**src/rtl/pooling_pkg.sv**
```systemverilog
// Shared constants and types for the pooling-layer sequencer.
package pooling_pkg;

  localparam int unsigned K          = 2;
  localparam int unsigned S          = 2;
  localparam int unsigned POOL_UNITS = 4;
  localparam int unsigned DATA_W     = 8;
  localparam int unsigned DIM_W      = 8;
  localparam int unsigned ADDR_W     = 16;
  localparam int unsigned PIPE_LAT   = 3;

  typedef enum logic [2:0] {IDLE, RUN, DRAIN, ERR, DONE} pool_state_t;

  typedef struct packed {
    logic [DIM_W-1:0] row;
    logic [DIM_W-1:0] col;
    logic [DIM_W-1:0] grp;
  } win_coord_t;

  // Number of window positions along one map dimension.
  function automatic logic [DIM_W-1:0] out_dim(input logic [DIM_W-1:0] in_dim);
    return DIM_W'((32'(in_dim) - K) / S + 1);
  endfunction

endpackage

```
**src/rtl/pooling_ctrl_if.sv**
```systemverilog
// Window-fetch request and pooled-output write stream of the pooling sequencer.
interface pooling_ctrl_if;
  import pooling_pkg::*;

  logic              win_rd_en;
  logic [DIM_W-1:0]  win_row;
  logic [DIM_W-1:0]  win_col;
  logic [DIM_W-1:0]  win_grp;
  logic              wr_valid;
  logic [ADDR_W-1:0] wr_addr;
  logic              wr_ready;

  modport master (
    output win_rd_en, win_row, win_col, win_grp, wr_valid, wr_addr,
    input  wr_ready
  );

  modport slave (
    input  win_rd_en, win_row, win_col, win_grp, wr_valid, wr_addr,
    output wr_ready
  );

endinterface

```
**src/rtl/pool_scan_counter.sv**
```systemverilog
// Nested ox/oy/grp raster counters; ox is innermost, grp outermost.
module pool_scan_counter
  import pooling_pkg::*;
(
  input  logic             clk_i,
  input  logic             rst_i,
  input  logic             clr_i,
  input  logic             en_i,
  input  logic [DIM_W-1:0] ow_i,
  input  logic [DIM_W-1:0] oh_i,
  input  logic [DIM_W-1:0] ng_i,
  output logic [DIM_W-1:0] ox_o,
  output logic [DIM_W-1:0] oy_o,
  output logic [DIM_W-1:0] grp_o,
  output logic             last_o
);

  localparam logic [DIM_W-1:0] One = DIM_W'(1);

  logic [DIM_W-1:0] ox_q, ox_d;
  logic [DIM_W-1:0] oy_q, oy_d;
  logic [DIM_W-1:0] grp_q, grp_d;
  logic             ox_wrap, oy_wrap;

  assign ox_wrap = (ox_q == ow_i - One);
  assign oy_wrap = (oy_q == oh_i - One);

  always_comb begin
    ox_d  = ox_q;
    oy_d  = oy_q;
    grp_d = grp_q;
    if (clr_i) begin
      ox_d  = '0;
      oy_d  = '0;
      grp_d = '0;
    end else if (en_i) begin
      if (ox_wrap) begin
        ox_d = '0;
        if (oy_wrap) begin
          oy_d  = '0;
          grp_d = grp_q + One;
        end else begin
          oy_d = oy_q + One;
        end
      end else begin
        ox_d = ox_q + One;
      end
    end
  end

  always_ff @(posedge clk_i) begin
    if (rst_i) begin
      ox_q  <= '0;
      oy_q  <= '0;
      grp_q <= '0;
    end else begin
      ox_q  <= ox_d;
      oy_q  <= oy_d;
      grp_q <= grp_d;
    end
  end

  assign ox_o   = ox_q;
  assign oy_o   = oy_q;
  assign grp_o  = grp_q;
  assign last_o = ox_wrap & oy_wrap & (grp_q == ng_i - One);

endmodule

```
**src/rtl/pooling_ctrl.sv**
```systemverilog
// Sequencer for the pooling layer: scans one job in output raster order, one window per cycle,
// and tracks the fetch/pool pipeline to produce the output write stream.
module pooling_ctrl
  import pooling_pkg::*;
(
  input  logic             clk,
  input  logic             rst,
  input  logic             start,
  input  logic             mode,
  input  logic [DIM_W-1:0] map_w,
  input  logic [DIM_W-1:0] map_h,
  input  logic [DIM_W-1:0] num_groups,
  output logic             busy,
  output logic             done,
  output logic             cfg_err,
  output logic             ctrl_pool,
  output logic             in_pipe_en,
  output logic             out_pipe_en,
  pooling_ctrl_if.master   pif
);

  pool_state_t       state_q;
  logic              busy_q, done_q, cfg_err_q, mode_q;
  logic [DIM_W-1:0]  ow_q, oh_q, ng_q;
  logic [ADDR_W-1:0] fetch_addr_q;
  logic [PIPE_LAT-1:0] vld_q;
  logic [ADDR_W-1:0] addr_q [PIPE_LAT];

  logic             stall, fetch, accept, cfg_ok, scan_last;
  logic [DIM_W-1:0] ox, oy, grp;
  win_coord_t       win;

  // An unaccepted result at the pipe tail freezes the whole sequencer.
  assign stall  = vld_q[PIPE_LAT-1] & ~pif.wr_ready;
  assign fetch  = (state_q == RUN) & ~stall;
  assign accept = (state_q == IDLE) & start;
  assign cfg_ok = (map_w >= DIM_W'(K)) && (map_h >= DIM_W'(K)) && (num_groups != '0);

  pool_scan_counter u_scan (
    .clk_i  (clk),
    .rst_i  (rst),
    .clr_i  (accept),
    .en_i   (fetch),
    .ow_i   (ow_q),
    .oh_i   (oh_q),
    .ng_i   (ng_q),
    .ox_o   (ox),
    .oy_o   (oy),
    .grp_o  (grp),
    .last_o (scan_last)
  );

  always_ff @(posedge clk) begin
    if (rst) begin
      state_q      <= IDLE;
      busy_q       <= 1'b0;
      done_q       <= 1'b0;
      cfg_err_q    <= 1'b0;
      mode_q       <= 1'b1;
      ow_q         <= '0;
      oh_q         <= '0;
      ng_q         <= '0;
      fetch_addr_q <= '0;
      vld_q        <= '0;
      for (int i = 0; i < PIPE_LAT; i++) addr_q[i] <= '0;
    end else begin
      done_q    <= 1'b0;
      cfg_err_q <= 1'b0;
      if (!stall) begin
        vld_q     <= {vld_q[PIPE_LAT-2:0], fetch};
        addr_q[0] <= fetch_addr_q;
        for (int i = 1; i < PIPE_LAT; i++) addr_q[i] <= addr_q[i-1];
      end
      if (fetch) fetch_addr_q <= fetch_addr_q + ADDR_W'(1);
      unique case (state_q)
        IDLE: begin
          if (start) begin
            busy_q       <= 1'b1;
            mode_q       <= mode;
            ow_q         <= out_dim(map_w);
            oh_q         <= out_dim(map_h);
            ng_q         <= num_groups;
            fetch_addr_q <= '0;
            state_q      <= cfg_ok ? RUN : ERR;
          end
        end
        RUN: begin
          if (fetch && scan_last) state_q <= DRAIN;
        end
        DRAIN: begin
          // Last result leaves the tail this cycle and nothing is behind it.
          if (!stall && vld_q[PIPE_LAT-2:0] == '0) begin
            state_q <= DONE;
            done_q  <= 1'b1;
            busy_q  <= 1'b0;
          end
        end
        ERR: begin
          state_q   <= IDLE;
          done_q    <= 1'b1;
          cfg_err_q <= 1'b1;
          busy_q    <= 1'b0;
        end
        DONE: begin
          state_q <= IDLE;
        end
        default: state_q <= IDLE;
      endcase
    end
  end

  assign win.row = DIM_W'(oy * S);
  assign win.col = DIM_W'(ox * S);
  assign win.grp = grp;

  assign busy          = busy_q;
  assign done          = done_q;
  assign cfg_err       = cfg_err_q;
  assign ctrl_pool     = mode_q;
  assign in_pipe_en    = vld_q[0] & ~stall;
  assign out_pipe_en   = vld_q[1] & ~stall;
  assign pif.win_rd_en = fetch;
  assign pif.win_row   = win.row;
  assign pif.win_col   = win.col;
  assign pif.win_grp   = win.grp;
  assign pif.wr_valid  = vld_q[PIPE_LAT-1];
  assign pif.wr_addr   = addr_q[PIPE_LAT-1];

endmodule

```
**src/flat_wrapper.sv**
```systemverilog
// flat-port wrapper written by rule: the top's interface ports become plain ports
module pooling_ctrl_flat import pooling_pkg::*;
  (clk, rst, start, mode, map_w, map_h, num_groups, busy, done, cfg_err, ctrl_pool, in_pipe_en, out_pipe_en, pif_win_rd_en, pif_win_row, pif_win_col, pif_win_grp, pif_wr_valid, pif_wr_addr, pif_wr_ready);
  pooling_ctrl_if pif_i ();
  input  logic clk;
  input  logic rst;
  input  logic start;
  input  logic mode;
  input  logic [DIM_W-1:0] map_w;
  input  logic [DIM_W-1:0] map_h;
  input  logic [DIM_W-1:0] num_groups;
  output logic busy;
  output logic done;
  output logic cfg_err;
  output logic ctrl_pool;
  output logic in_pipe_en;
  output logic out_pipe_en;
  output wire logic [$bits(pif_i.win_rd_en)-1:0] pif_win_rd_en;
  output wire logic [$bits(pif_i.win_row)-1:0] pif_win_row;
  output wire logic [$bits(pif_i.win_col)-1:0] pif_win_col;
  output wire logic [$bits(pif_i.win_grp)-1:0] pif_win_grp;
  output wire logic [$bits(pif_i.wr_valid)-1:0] pif_wr_valid;
  output wire logic [$bits(pif_i.wr_addr)-1:0] pif_wr_addr;
  input wire logic [$bits(pif_i.wr_ready)-1:0] pif_wr_ready;
  assign pif_win_rd_en = pif_i.win_rd_en;
  assign pif_win_row = pif_i.win_row;
  assign pif_win_col = pif_i.win_col;
  assign pif_win_grp = pif_i.win_grp;
  assign pif_wr_valid = pif_i.wr_valid;
  assign pif_wr_addr = pif_i.wr_addr;
  assign pif_i.wr_ready = pif_wr_ready;
  pooling_ctrl u_core (.clk(clk), .rst(rst), .start(start), .mode(mode), .map_w(map_w), .map_h(map_h), .num_groups(num_groups), .busy(busy), .done(done), .cfg_err(cfg_err), .ctrl_pool(ctrl_pool), .in_pipe_en(in_pipe_en), .out_pipe_en(out_pipe_en), .pif(pif_i));
endmodule
```
**config.mk**
```make
export PLATFORM = sky130hd
export DESIGN_NAME = pooling_ctrl_flat
export DESIGN_NICKNAME = d
export VERILOG_FILES = /design/src/rtl/pooling_pkg.sv /design/src/rtl/pooling_ctrl_if.sv /design/src/rtl/pool_scan_counter.sv /design/src/rtl/pooling_ctrl.sv /design/src/flat_wrapper.sv
export SDC_FILE = /design/constraint.sdc
export NUM_CORES = 1
export LEC_CHECK = 0
export ABC_AREA = 0
export CAP_MARGIN = 20
export CORE_ASPECT_RATIO = 1.2
export CORE_MARGIN = 8
export CORE_UTILIZATION = 54
export CTS_CLUSTER_DIAMETER = 40
export DETAILED_ROUTE_END_ITERATION = 8
export PLACE_DENSITY = 0.86
export SLEW_MARGIN = 0
export SYNTH_ARGS = -nofsm -noshare
export SYNTH_HDL_FRONTEND = slang
export SYNTH_SLANG_ARGS = --single-unit
```
**constraint.sdc**
```tcl
create_clock -name clk -period 4.2 [get_ports clk]
set_input_delay 1.26 -clock clk [delete_from_list [all_inputs] [get_ports clk]]
set_output_delay 1.26 -clock clk [all_outputs]
set_load 0.05 [all_outputs]
```
==> impl_metrics.yaml, run 1 <==
run_status:
  status: "finished clean"
detailed_routing:
  avgViaCountPerCell: 5.59
  drt_iter0_markers: 308
  drc_errors: 0
  vias: 4985
  wl_met3_um: 724
  routed-wl-met2_um: 7240
  ant_nets: 0
  wl_um: 13400
  highest_layer: "met4"
  wl_per_cell_um: 15.0
  wl_met1_um: 5100
  dr.pass1.iters: 5
sta:
  finalSetupViolCount: 0
  slew_violations: 0
  finalHoldViolCount: 0
  rsz0062_at_grt: "no"
  worst_pin_slew_ns: 0.925
  period_minus_slack_ns: 3.78
  final.period_utilization: 0.899
  fmax_mhz: 265
  skew_ns: 0.00852
  slew_headroom: 0.383
  final.setup.tns_ns: 0
critical_path:
  path_max_fanout: 14
  worst-setup-path-type: "input port to output pin"
  cp_data_required_time_ns: 2.94
  cp-end-kind: "output pin"
  arrival_ns: 2.52
  cp-start-kind: "input port"
final_layout:
  area_growth_pct: 18.1
  drive_gt1_frac: 0.0735
  diodes: 0
  fillers: 895
  fin_util: 0.652
  final_nets: 760
worst_hold_path:
  hold_path_class: "register to register"
cts:
  cts_max_level: 4
  clk_latency_ns: 0.42
  clk_path_buf_depth: 2
  cts_resized: 0
  cts_tree: "built"
  clockRootBuffer: "clkbuf_16"
  cts_setup_buffers: 0
  path_clk_slew_ns: 0.06
  cts_buffers: 17
  numClockSinks: 122
  postCtsHoldBufs: 0
logic_synthesis:
  synth_top_flop_cell: "dfxtp_1"
  synth_area_leaders: "dfxtp_1 (23%), edfxtp_1 (23%), xnor2_1 (5.4%)"
  yosysMostFrequentCell: "dfxtp_1"
  ys_async_sr_fraction: 0
  yosys.area.top_type: "dfxtp_1"
  synthCells: 693
  ys_seq_area_frac: 0.459
  synth_edf_count: 48
  synth_common_cells: "dfxtp_1 (74), nand2_1 (68), nor2_1 (52)"
  ys_seq_elements: 122
  synth.cell_area_sq_um: 6360
  synth.top_cell.area_share: 0.233
  syn_avg_cell_area_sq_um: 9.18
  yosys_warnings: 0
  synth_cell_types: 55
global_route:
  grt_max_degree: 49
  antenna_found_initial: 0
  first_global_vias: 4934
  grt-ovfl-total: 0
  grt_pass1_wl_um: 22100
  grt_use_total: 0.176
place:
  hpwl_um: 9400
  gp_congestion: 0.833
  port_buffers: 74
pwr:
  seq_power_share: 0.425
  net-switching-power_uw: 841
  internal-power_mw: 2.26
  pwr-share-comb: 0.133
  swShare: 0.271
  p_clk_frac: 0.442
  ir_drop_mv: 0.188
  leakage_nw: 2.75
  power_density_nw_per_um2: 413
  total_power_mw: 3.10
flow_run:
  drv_cap: 0
floorplan:
  die_h_um: 135
  die-area_sq_um: 15500
  start_util: 0.552
  pin_count: 77
  die_w_um: 115
  fp.coreArea_sq_um: 11500
  rows: 43
## worst max-delay path, cell delays in order
cell and delay (ns):
clkdlybuf4s50_1 0.39, nor2b_1 0.44, nor2_4 0.18, buf_4 0.24
## per-stage QoR
step	hold WS, ns	instances	setup WS (ns)	instance area [sq um]
floorplan	0.446	694	0.683	6360
global placement	0.456	860	0.418	6950
detailed placement	0.465	860	0.286	6950
CTS	0.477	892	0.423	7510
global route	0.488	892	0.371	7510
finish	0.477	892	0.422	7510
## cell type report
type	instances	area (sq um)	area share
Clock buffer	17	425	0.0566
Timing Repair Buffer	80	778	0.104
Clock inverter	15	139	0.0185
Inverter	20	75.1	0.0100
Multi-Input combinational cell	481	2970	0.396
Tap cell	157	196	0.0262
Sequential cell	122	2920	0.389
## cells by family (layout without fill, tap and decap cells)
logic type / count (synthesis) / in the layout / share of synthesized area
other cells: 1 / 2 / 0.000590
buf+inv: 91 / 132 / 0.0744
simple gates: 301 / 301 / 0.255
compound gates: 105 / 105 / 0.105
xor+xnor: 64 / 64 / 0.0881
fa+ha+maj: 9 / 9 / 0.0177
flops: 122 / 122 / 0.459
## per-layer routing
metal / vias up / GRT usage
li1: 2448 / -
met1: 2364 / 0.174
met2: 146 / 0.331
met3: 27 / 0.0456
met4: 0 / 0.0849
met5: - / 0
## power by group through the flow
stage / Combinational (mW) / Sequential [mW] / Clock, mW
after global routing: 0.455 / 1.32 / 1.44
after detailed placement: 0.409 / 1.34 / 0
after CTS: 0.414 / 1.32 / 1.38
final: 0.414 / 1.32 / 1.37
after floorplan: 0.306 / 1.34 / 0
after global placement: 0.395 / 1.34 / 0
## state kept, by name, summed over array words and instances (netlist names)
register and flops:
u_core.done 1, u_core.addr_q 48, u_core.u_scan.ox_o 8, u_core.ow_q 8, u_core.fetch_addr_q 16, u_core.oh_q 8
u_core.busy 1, u_core.state_q 3, u_core.vld_q 3, u_core.ctrl_pool 1, u_core.u_scan.grp_o 8, u_core.u_scan.oy_o 8
u_core.ng_q 8, u_core.cfg_err 1
## layout by cell type (no fill, tap or decap), drive strengths merged, types with 9 or more instances in the layout
master         synthesis  routed
dfxtp                 74      74
clkdlybuf4s50          0      71
nand2                 68      68
nor2                  53      53
and2                  49      49
edfxtp                48      48
a21oi                 41      41
xnor2                 39      39
inv                   20      27
nand3                 26      26
xor2                  25      25
nor3                  17      17
clkbuf                32      17
or4                   15      15
o21ai                 14      14
a211oi                12      12
nand2b                11      11
nor4                  11      11
o31ai                 10      10
ha                     9       9
buf                   39       9
## worst paths after layout
path | start | end | slack [ns] | cells past startpoint
max | pif_wr_ready | pif_win_rd_en | 0.42 | 4
max reg2reg | u_core.ow_q[0] | u_core.u_scan.oy_o[4] | 1.22 | 8
min | u_core.vld_q[0] | u_core.vld_q[0] | 0.48 | 2
min reg2reg | u_core.vld_q[0] | u_core.vld_q[0] | 0.48 | 2
(Power assumes the default switching activity.)
==> inputs of run 2 (changes only) <==
Settings changed: CELL_PAD_IN_SITES_DETAIL_PLACEMENT set to 1, CELL_PAD_IN_SITES_GLOBAL_PLACEMENT set to 1, CORE_UTILIZATION 54 to 43, PLACE_DENSITY 0.86 to 0.88.
==> run 2 against run 1 <==
Setup slack better by 0.082 ns. Routed wire length up 22%. Hold slack better by 0.0053 ns. Count of clock-buffer cells in the layout unchanged. Global-route usage down 0.35 points. Die area up 22%. Combinational power up 4%. Critical endpoint unchanged. Highest routed layer unchanged.
==> impl_metrics.yaml, run 2 (synthesis results as in run 1) <==
run_status:
  status: "finished clean"
critical_path:
  arrival_ns: 2.44
  cp-end-kind: "output pin"
  cp-start-kind: "input port"
  cp_data_required_time_ns: 2.94
  path_max_fanout: 14
  reg2reg_slack_ns: 1.18
  worst-setup-path-type: "input port to output pin"
cts:
  cts_setup_buffers: 0
  numClockSinks: 122
  clk_latency_ns: 0.42
  cts_max_level: 4
  clk_path_buf_depth: 2
  cts_buffers: 17
  cts_resized: 0
  clockRootBuffer: "clkbuf_16"
  path_clk_slew_ns: 0.06
  postCtsHoldBufs: 0
  cts_tree: "built"
global_route:
  met3_usage: 0.0415
  grt_pass1_wl_um: 26600
  grt_max_degree: 49
  grt_use_total: 0.173
  grtUsageMet1: 0.174
  first_global_vias: 5415
  antenna_found_initial: 0
  grt-ovfl-total: 0
  met2_usage: 0.336
  grt_busiest_layer: "met2"
detailed_routing:
  vias: 5053
  ant_nets: 0
  wl_um: 16300
  avgViaCountPerCell: 5.55
  dr.pass1.iters: 4
  drc_errors: 0
  drt_iter0_markers: 231
  wl_per_cell_um: 17.9
pwr:
  p_clk_frac: 0.446
  seq_power_share: 0.418
  ir_drop_mv: 0.287
  swShare: 0.295
  internal-power_mw: 2.23
  net-switching-power_uw: 932
  pwr-share-comb: 0.136
  leakage_nw: 2.75
  power_density_nw_per_um2: 419
floorplan:
  fp.coreArea_sq_um: 14400
  die_h_um: 149
  die_w_um: 127
  start_util: 0.441
  rows: 48
  pin_count: 77
  die-area_sq_um: 19000
worst_hold_path:
  hold_path_class: "register to register"
final_layout:
  diodes: 0
  largest_reg_flops: 48
  regMostFlops: "u_core.addr_q"
  final_nets: 760
  drive_gt1_frac: 0.0762
  area_growth_pct: 18.6
  final_cell_mix: "dfxtp_1 (74), clkdlybuf4s50_1 (71), nand2_1 (68)"
  fillers: 1647
  final_common_cell: "dfxtp_1"
  top_regs: "u_core.addr_q x48, u_core.fetch_addr_q x16"
sta:
  whs_ns: 0.482
  rsz0062_at_grt: "no"
  slew_violations: 0
  final.period_utilization: 0.880
  finalHoldViolCount: 0
  period_minus_slack_ns: 3.70
  worst_pin_slew_ns: 0.906
  skew_ns: 0.0105
  slew_headroom: 0.396
  final.setup.tns_ns: 0
  fmax_mhz: 271
  finalSetupViolCount: 0
  setup_slack_ns: 0.504
place:
  port_buffers: 74
  place_ws_ns: 0.289
  hpwl_um: 11500
  gp_congestion: 0.883
flow_run:
  drv_cap: 0
## run 2: cell count changes in the layout (fill, tap and decap cells not counted), sizes merged
cell,change
bufinv,-1
clkinv,-6
clkinvlp,+2
inv,+5
## run 2: worst paths after layout
kind                           endpoint              from  cells past startpoint
setup / recovery          pif_win_rd_en      pif_wr_ready                      4
hold / removal         u_core.ctrl_pool  u_core.ctrl_pool                      2
setup reg to reg  u_core.u_scan.oy_o[6]    u_core.ow_q[0]                      8
hold reg to reg        u_core.ctrl_pool  u_core.ctrl_pool                      2
## run 2: metal layers
metal  wire, um  vias up
li1           -     2443
met1       6460     2492
met2       8920       91
met3        562       27
met4        310        0
met5          0        -
## run 2: worst max-delay path, cell delays in order
cell and delay, ns:
clkdlybuf4s50_1 0.47, nor2b_1 0.08, nor2_4 0.35, buf_4 0.28
## run 2: power groups by stage
stage / Clock [mW] / Combinational (mW) / Sequential [mW]
2_1_floorplan: 0 / 0.306 / 1.34
3_3_place_gp: 0 / 0.397 / 1.34
3_5_place_dp: 0 / 0.424 / 1.34
4_1_cts: 1.43 / 0.431 / 1.32
5_1_grt: 1.47 / 0.469 / 1.33
6_report: 1.41 / 0.430 / 1.32
## run 2: cell type report
| class | count | area [sq um] | share of cell area |
|---|---|---|---|
| Tap cell | 175 | 219 | 0.0290 |
| Inverter | 20 | 75.1 | 0.00995 |
| Sequential cell | 122 | 2920 | 0.387 |
| Clock inverter | 15 | 143 | 0.0189 |
| Timing Repair Buffer | 80 | 786 | 0.104 |
| Clock buffer | 17 | 425 | 0.0564 |
| Multi-Input combinational cell | 481 | 2980 | 0.394 |
## run 2: stage by stage
stage	area (sq um)	std cells	utilization	total power, mW
finish	7550	910	0.524	3.16
global route	7550	910	0.524	3.27
CTS	7550	910	0.524	3.18
detailed placement	6980	878	0.484	1.77
global placement	6960	877	0.483	1.74
floorplan	6360	694	-	1.64
